`src/rtl/exec_pc_unit.sv`:
```
// exec_pc_unit: ALU operand select, ALU with zero/negative flags, and PC register with next-PC selection
// Ports: clk, reset (async, active-high) | halted freezes PC | inst, rs_data, rt_data, alu_operation,
//        alu_src, is_unsigned, does_shift_amount_need, branch, jump, jump_register in |
//        inst_addr (PC), pc_incremented (PC+4), alu_result, zero, negative out
module epc_mux2 #(
    parameter int W = 32
) (
    input  logic         sel,
    input  logic [W-1:0] a,
    input  logic [W-1:0] b,
    output logic [W-1:0] y
);
    assign y = sel ? b : a;
endmodule

module epc_add32 (
    input  logic [31:0] a,
    input  logic [31:0] b,
    output logic [31:0] sum
);
    assign sum = a + b;
endmodule

module exec_pc_unit #(
    parameter int XLEN = 32
) (
    input  logic            clk,
    input  logic            reset,
    input  logic            halted,
    input  logic [31:0]     inst,
    input  logic [XLEN-1:0] rs_data,
    input  logic [XLEN-1:0] rt_data,
    input  logic [3:0]      alu_operation,
    input  logic            alu_src,
    input  logic            is_unsigned,
    input  logic            does_shift_amount_need,
    input  logic            branch,
    input  logic            jump,
    input  logic            jump_register,
    output logic [XLEN-1:0] inst_addr,
    output logic [XLEN-1:0] pc_incremented,
    output logic [XLEN-1:0] alu_result,
    output logic            zero,
    output logic            negative
);
    logic [XLEN-1:0] pc, next_pc, imm, imm_s, imm_u, shamt, a, b, sum;
    logic [XLEN-1:0] br_off, br_target, j_target, pc_br, pc_j;
    logic            unused_opcode;

    assign unused_opcode = &inst[31:26];
    assign imm_s = {{(XLEN-16){inst[15]}}, inst[15:0]};
    assign imm_u = {{(XLEN-16){1'b0}}, inst[15:0]};
    assign shamt = {{(XLEN-5){1'b0}}, inst[10:6]};

    epc_mux2 #(.W(XLEN)) u_imm (.sel(is_unsigned),            .a(imm_s),   .b(imm_u), .y(imm));
    epc_mux2 #(.W(XLEN)) u_a   (.sel(does_shift_amount_need), .a(rs_data), .b(shamt), .y(a));
    epc_mux2 #(.W(XLEN)) u_b   (.sel(alu_src),                .a(rt_data), .b(imm),   .y(b));
    epc_add32            u_alu_add (.a(a), .b(b), .sum(sum));

    always_comb begin
        alu_result = '0;
        case (alu_operation)
            4'd0:    alu_result = a & b;
            4'd1:    alu_result = a | b;
            4'd2:    alu_result = sum;
            4'd3:    alu_result = a ^ b;
            4'd4:    alu_result = ~(a | b);
            4'd5:    alu_result = b << a[4:0];
            4'd6:    alu_result = a - b;
            4'd7:    alu_result = {{(XLEN-1){1'b0}}, $signed(a) < $signed(b)};
            4'd8:    alu_result = {{(XLEN-1){1'b0}}, a < b};
            4'd9:    alu_result = b >> a[4:0];
            4'd10:   alu_result = $signed(b) >>> a[4:0];
            4'd11:   alu_result = b << 16;
            4'd12:   alu_result = a * b;
            default: alu_result = '0;
        endcase
    end

    assign zero     = alu_result == '0;
    assign negative = alu_result[XLEN-1];

    // Branch offset is always sign-extended, regardless of is_unsigned.
    assign br_off   = {imm_s[XLEN-3:0], 2'b00};
    assign j_target = {pc_incremented[XLEN-1:XLEN-4], inst[25:0], 2'b00};

    epc_add32 u_pc_inc (.a(pc),             .b(32'd4),  .sum(pc_incremented));
    epc_add32 u_br     (.a(pc_incremented), .b(br_off), .sum(br_target));

    // Chain order gives jump_register > jump > branch > sequential.
    epc_mux2 #(.W(XLEN)) u_sel_br (.sel(branch),        .a(pc_incremented), .b(br_target), .y(pc_br));
    epc_mux2 #(.W(XLEN)) u_sel_j  (.sel(jump),          .a(pc_br),          .b(j_target),  .y(pc_j));
    epc_mux2 #(.W(XLEN)) u_sel_jr (.sel(jump_register), .a(pc_j),           .b(rs_data),   .y(next_pc));

    always_ff @(posedge clk or posedge reset) begin
        if (reset)
            pc <= '0;
        else if (!halted)
            pc <= next_pc;
    end

    assign inst_addr = pc;
endmodule

```
`config.mk`:
```
export PLATFORM = sky130hd
export DESIGN_NAME = exec_pc_unit
export DESIGN_NICKNAME = d
export VERILOG_FILES = /design/src/rtl/exec_pc_unit.sv
export SDC_FILE = /design/constraint.sdc
export NUM_CORES = 2
export LEC_CHECK = 0
export ABC_AREA = 0
export CORE_MARGIN = 2
export CORE_UTILIZATION = 40
export CTS_BUF_LIST = sky130_fd_sc_hd__clkbuf_8
export DETAILED_ROUTE_END_ITERATION = 6
export PLACE_DENSITY = 0.68
export SYNTH_ARGS = -nofsm -noshare
export SYNTH_HDL_FRONTEND = slang
export SYNTH_SLANG_ARGS = --single-unit
```
`constraint.sdc`:
```
create_clock -name clk -period 14.89 [get_ports clk]
set_input_delay 2.2335 -clock clk [delete_from_list [all_inputs] [get_ports clk]]
set_output_delay 2.2335 -clock clk [all_outputs]
set_load 0.01 [all_outputs]
```
**After elaboration in Yosys (flattened, before gate mapping)**

Cells that the tools add are included.

- Output and inout bits: 98
- Input bits: 109
- Word-level logic and storage cells: 36
- Register bits: 32

- Reductions and logical operators: 2
- Multiply operators: 1
- Mux-type cells: 7
- Bitwise logic cells: 4
- Equality and inequality tests: 12
- Magnitude comparators: 2
- $add $sub $neg: 4
- Shifts and indexed selects: 3

Operators with widths:

| cell | count |
|---|---|
| one-hot mux 32 bit (13 select lines) | 1 |
| two-way mux 32 bit | 6 |
| adder 32 bit | 2 |
| less-than comparator 32 bit | 2 |
| adder 32 x 3 -> 32 bit (second input constant) | 1 |
| bitwise AND 32 bit | 1 |
| logical NOT 32 bit | 1 |
| multiplier 32 x 32 -> 32 bit | 1 |
| inverter 32 bit | 1 |
| bitwise OR 32 bit | 1 |
| << shifter 32 x 5 -> 32 bit | 1 |
| right shift 32 x 5 -> 32 bit | 1 |
| >>> shifter 32 x 5 -> 32 bit | 1 |
| subtractor 32 bit | 1 |
| bitwise XOR 32 bit | 1 |
| == test 4 bit (second input constant) | 5 |
| == test 4 x 3 -> 1 bit (second input constant) | 4 |
| == test 4 x 2 -> 1 bit (second input constant) | 2 |
| == test 4 x 1 -> 1 bit (second input constant) | 1 |
| logical NOT 4 bit | 1 |

**Logic depth before layout (Yosys ltp)**

- Depth after elaboration: 6
- Gate-level depth with buffers: 38
- Mapped depth without buffers: 31

**Cells and area by module**

A second synthesis with hierarchy kept.

- Cell total of the unflattened synthesis: 3940
- Area total of the unflattened synthesis: 33317.0 um2

Modules (own cells, without submodules):

| module | times used | area each (um2) | cells an instance |
|---|---|---|---|
| exec_pc_unit | 1 | 25246.7 | 3061 |
| epc_add32 | 3 | 1601.5 | 221 |
| epc_mux2 | 6 | 544.3 | 36 |

**Worst setup path before layout**

OpenSTA, ideal clock, no wires.

- Path type: input-to-output
- From: input port does_shift_amount_need
- To: output port zero
- Stages on the path: 32
- Data arrival time: 11291 ps
- Path slack: 1365 ps
- Cell sequence: buf_6 > mux2i_2 > buf_2 > buf_1 > buf_1 > clkbuf_1 > clkbuf_1 > buf_1 > nor2_1 > fa_1 > fa_1 > inv_1 > fa_1 > fa_1 > inv_1 > fa_1 > fa_1 > fa_1 > fa_1 > ha_1 > clkbuf_1 > nand4_1 > or3_1 > or4_1 > a21bo_2 > a31oi_1 > nand2_1 > o21a_1 > or2_2 > nor3_1 > nand4bb_1 > nor3_2

- Cells in the longest elaborated chain, start to end: 5

RTL lines:

| element | line | text |
|---|---|---|
| start, declared | 36 | `input logic does_shift_amount_need,` |
| two-way mux 32 bit (*) | 13 | `assign y = sel ? b : a;` |
| parallel branches: the longest is 2 deep, another holds multiplier 32 x 32 -> 32 bit | -- |  |
| one-hot mux 32 bit (13 select lines) (*) | 62 | `case (alu_operation)` |
| net alu_result[26] | 42 | `output logic [XLEN-1:0] alu_result,` |
| logical NOT 32 bit (*) | 80 | `assign zero = alu_result == '0;` |
| end, declared | 43 | `output logic zero,` |

Mark *: on every way through the listed nets, which the timed path passes.

**Worst setup path in the final report**

- From: input port does_shift_amount_need
- To: output port zero

- Cells in the longest elaborated chain, start to end: 5

RTL lines:

| element | line |
|---|---|
| two-way mux 32 bit (*) | 13 |
| parallel branches: the longest is 2 deep, another holds multiplier 32 x 32 -> 32 bit | -- |
| one-hot mux 32 bit (13 select lines) (*) | 62 |
| logical NOT 32 bit (*) | 80 |

Every way passes the cells marked *.

==> results.toml <==
[placement]
place_inst = 4909
gp_congestion = 1.064
dp_hpwl_um = 115700
count_of_input_and_output_buffers = 200

[routing]
final_antenna_net_count = 0
route.met2.wl_um = 62710
number_of_design_rule_violations_left_by_the_first_detailed_router_iteration = 3477
vias = 30620
wl_met1_um = 54970
wl_met3_um = 14680
detail_route.vias_per_cell = 6.218
route.detailed.wl_per_inst_um = 29.56
totalWireLength_um = 145600
drtPass1Iterations = 7
drc_errors = 4
routed.top_layer = "met5"

[global_route]
global_route_wire_length_before_repair_um = 210600
track_usage_pct = 38.64
grt_max_degree = 82
grt.overflow.total = 0
first_global_vias = 30600
grt_antenna_before_repair = 6

[die]
die_area_um2 = 75360
die_width_um = 274.5
io_pins = 207
die_height_um = 274.5
initial_utilization_pct = 40.26
number_of_rows_created_at_floorplan = 99
fp.coreArea_um2 = 72710

[synthesis]
ys_seq_area_share_pct = 2.736
cells_after_synth = 3811
synthesis.area_per_instance_um2 = 7.681
synth_fp_nets = 4580
synthesis.area_um2 = 29270
synthFlopType = "sky130_fd_sc_hd__dfrtp_1"
synth_seq_cells = 32
asyncSetResetFlopFracSynth_pct = 100.0
yosys_warnings = 0
post_synth_num_cell_types = 93
synth_edf_count = 0

[power_and_ir_drop]
power_switching_w = 0.004164
power.combinational.fraction_pct = 97.1
power.density_cell_area_nw_per_um2 = 216.8
power_report.internal_total_w = 0.003032
net_switching_fraction_of_the_power_pct = 57.87
leakage_nw = 15.02
irDropWorstVdd_v = 0.0003627
clock_power_share_pct = 1.3
pwr-share-seq_pct = 1.6

[sta]
finalMaxSlewViolations = 0
finalCritPeriodShare_pct = 98.38
grt_setup_unrepaired = "false"
timing.setup.tns_ns = 0
measured_slew_at_the_worst_slew_check_pin_ns = 1.304
hold_violations = 0
max_slew_margin_pct = 10.84
hold_ws_ns = 0.5718
final-setup-viol-count = 0
period_needed_ns = 14.65
fin_skew_ns = 0.009300
timing.fmax_mhz = 68.27

[clocking]
cts_tree = "done"
clk_transition_reported_paths_ns = 0.08
clk_root_buffer_cell = "sky130_fd_sc_hd__clkbuf_8"
cts.sinks = 32
cts_hold_repair.buffers = 0
clkLatencyLatePin_ns = 0.31
tritoncts_buffers = 5
cts_htree_levels = 2
cts-root-to-sink-buffers = 2

[worst_setup_path]
critical_path_buf_inv_count = 8
arrival_ns = 12.41
cp_top_family = "adder cells"
crit_top_cell = "sky130_fd_sc_hd__fa_1"
timing.critical_path.from_type = "input pin"
worst_path_max_delay_cell = "sky130_fd_sc_hd__or4_1"
endpoint_kind = "output port"
critPathKind = "in2out"
timing.critical_path.fanout_max = 34
critical_path.max_stage_delay_ns = 0.66
crit_required_ns = 12.66

[final_layout]
finalNetCount = 4729
largest_register_ff_count = 32
fin_cells = 4925
post_route_cells_drive_above_1_share_pct = 7.978
areaGrowthSynthToFinish_pct = 13.41

[run_status]
violations = "design-rule violations"
status = "finished with violations"

[hold_path]
kind_of_path_behind_the_tightest_hold_check = "reg2reg"

[run]
cap_viol_max_count = 0
## cell usage after synthesis, drive strengths merged, types with 9 or more instances
cell type  number  area [um2]
o311ai         12       105.1
fa            411        8228
xor2           38       332.8
o21a           23       172.7
a31oi          30       187.7
o2111ai        10       87.58
and3           19       118.9
mux2           14       157.7
or3            11       68.82
nor2b          33       206.5
or2            12       75.07
o31ai          11       82.58
nand2         426        1599
o21bai         18       135.1
a221oi         25       219.0
and2           12       75.07
xnor2          98       858.3
nor4           15       93.84
a21o           48       360.4
mux4           35       795.8
o221ai         21       183.9
clkinv         11       41.29
nand4          17       106.4
mux2i          92       998.5
inv           496        1867
nand3b         12       90.09
a211oi         49       367.9
nand3          47       235.2
o211ai         55       412.9
a221o          10       100.1
a211o          13       113.9
dfrtp          32       800.8
o21ai         165       825.8
a311oi         12       105.1
a21oi         184       943.4
clkbuf        157       589.3
a22oi          16       120.1
nor3b           9       67.56
nand2b         43       269.0
buf            84       421.7
ha            249        3115
nor2          532        1997
nor3           72       365.3
o22ai          14       87.58
## cells by family (layout without fill, tap and decap cells)
group | count (synthesis) | count (layout) | share of synthesized area [%]
DFF | 32 | 32 | 2.736
AOI/OAI and AO/OA | 811 | 811 | 18.78
buffers and inverters | 748 | 898 | 9.972
muxes | 141 | 141 | 6.668
other | 0 | 5 | 0
and+or+nand+nor | 1283 | 1283 | 19.03
adders and majority gates | 660 | 660 | 38.75
xor gates and xnor gates | 136 | 136 | 4.069
## through the flow
step,setup WS (ns),power [W],instance area (um2),util [%]
after floorplan,1.365,0.004745,29270,-
after global placement,0.4276,0.006868,33050,45.45
after detailed placement,0.3927,0.006946,33050,45.45
after CTS,0.3440,0.007078,33160,45.60
after global routing,0.008118,0.007778,33190,45.64
final,0.2419,0.007196,33200,45.66
## path summary, 6_finish.rpt
path / to / slack [ns] / cells past startpoint / from
worst max-delay path: zero / 0.24 / 31 / does_shift_amount_need
worst min-delay path: inst_addr[23]$_DFFE_PP0N_ / 0.57 / 2 / inst_addr[23]$_DFFE_PP0N_
worst max register to register: inst_addr[30]$_DFFE_PP0N_ / 9.64 / 19 / inst_addr[2]$_DFFE_PP0N_
worst min register to register: inst_addr[23]$_DFFE_PP0N_ / 0.57 / 2 / inst_addr[23]$_DFFE_PP0N_
max in group asynchronous: inst_addr[9]$_DFFE_PP0N_ / 12.21 / 3 / reset
min in group asynchronous: inst_addr[27]$_DFFE_PP0N_ / 2.34 / 3 / reset
## routing by layer
metal	track usage, %	up-vias
met3	7.032	541
met1	48.96	15060
met2	59.11	1936
li1	-	13090
met4	28.19	4
met5	0	-
## layout by cell type, fill, tap and decap left out, types with 13 or more instances in the layout
cell type | netlist | final
sky130_fd_sc_hd__o21bai_1 | 18 | 18
sky130_fd_sc_hd__o22ai_1 | 14 | 14
sky130_fd_sc_hd__inv_1 | 480 | 480
sky130_fd_sc_hd__a21o_1 | 48 | 48
sky130_fd_sc_hd__ha_1 | 249 | 249
sky130_fd_sc_hd__nand4_1 | 17 | 17
sky130_fd_sc_hd__mux2i_1 | 83 | 70
sky130_fd_sc_hd__nand3_1 | 47 | 46
sky130_fd_sc_hd__buf_4 | 5 | 176
sky130_fd_sc_hd__mux2_2 | 14 | 14
sky130_fd_sc_hd__clkdlybuf4s50_1 | 0 | 197
sky130_fd_sc_hd__o221ai_1 | 21 | 21
sky130_fd_sc_hd__nor2_1 | 532 | 532
sky130_fd_sc_hd__nand2_1 | 426 | 426
sky130_fd_sc_hd__a211oi_1 | 49 | 49
sky130_fd_sc_hd__nor4_1 | 15 | 14
sky130_fd_sc_hd__a221oi_1 | 25 | 25
sky130_fd_sc_hd__nor3_1 | 71 | 70
sky130_fd_sc_hd__mux2i_4 | 5 | 14
sky130_fd_sc_hd__mux4_2 | 33 | 33
sky130_fd_sc_hd__dfrtp_1 | 32 | 32
sky130_fd_sc_hd__a211o_1 | 13 | 13
sky130_fd_sc_hd__inv_2 | 14 | 14
sky130_fd_sc_hd__a31oi_1 | 30 | 30
sky130_fd_sc_hd__o21a_1 | 23 | 23
sky130_fd_sc_hd__a22oi_1 | 16 | 16
sky130_fd_sc_hd__xor2_1 | 38 | 38
sky130_fd_sc_hd__nor2b_1 | 33 | 33
sky130_fd_sc_hd__xnor2_1 | 98 | 98
sky130_fd_sc_hd__and3_1 | 19 | 19
sky130_fd_sc_hd__a21oi_1 | 180 | 180
sky130_fd_sc_hd__o211ai_1 | 55 | 55
sky130_fd_sc_hd__o21ai_0 | 157 | 157
sky130_fd_sc_hd__fa_1 | 411 | 411
sky130_fd_sc_hd__nand2b_1 | 43 | 43
## layout make-up
type | count | area, um2
Antenna cell | 5 | 12.51
Clock buffer | 5 | 68.82
Clock inverter | 3 | 38.79
Fill cell | 7332 | 39510
Inverter | 507 | 1916
Multi-Input combinational cell | 3031 | 25710
Sequential cell | 32 | 800.8
Tap cell | 959 | 1200
Timing Repair Buffer | 383 | 3448
## worst register-to-register path, delay by kind of cell, from the launching register on
family	cells	cell delay, ns
and+or+nand+nor	6	1.43
DFF	1	0.44
AOI/OAI and AO/OA	9	2.21
xor gates and xnor gates	2	0.46
adders and majority gates	2	0.61
## power groups by stage
| stage | Sequential [W] | Combinational, W | Clock [W] |
|---|---|---|---|
| after floorplan | 0.000119 | 0.00463 | 0 |
| after global placement | 0.000118 | 0.00675 | 0 |
| after detailed placement | 0.000118 | 0.00683 | 0 |
| after CTS | 0.000117 | 0.00687 | 0.0000910 |
| after global routing | 0.000119 | 0.00757 | 0.0000933 |
| final | 0.000117 | 0.00699 | 0.0000901 |
## timing repair
action                     CTS  global route
resized for setup            0             2
setup buffers                0             3
setup endpoints to repair    0             1
Note: power is estimated with default switching activity, not from simulation.
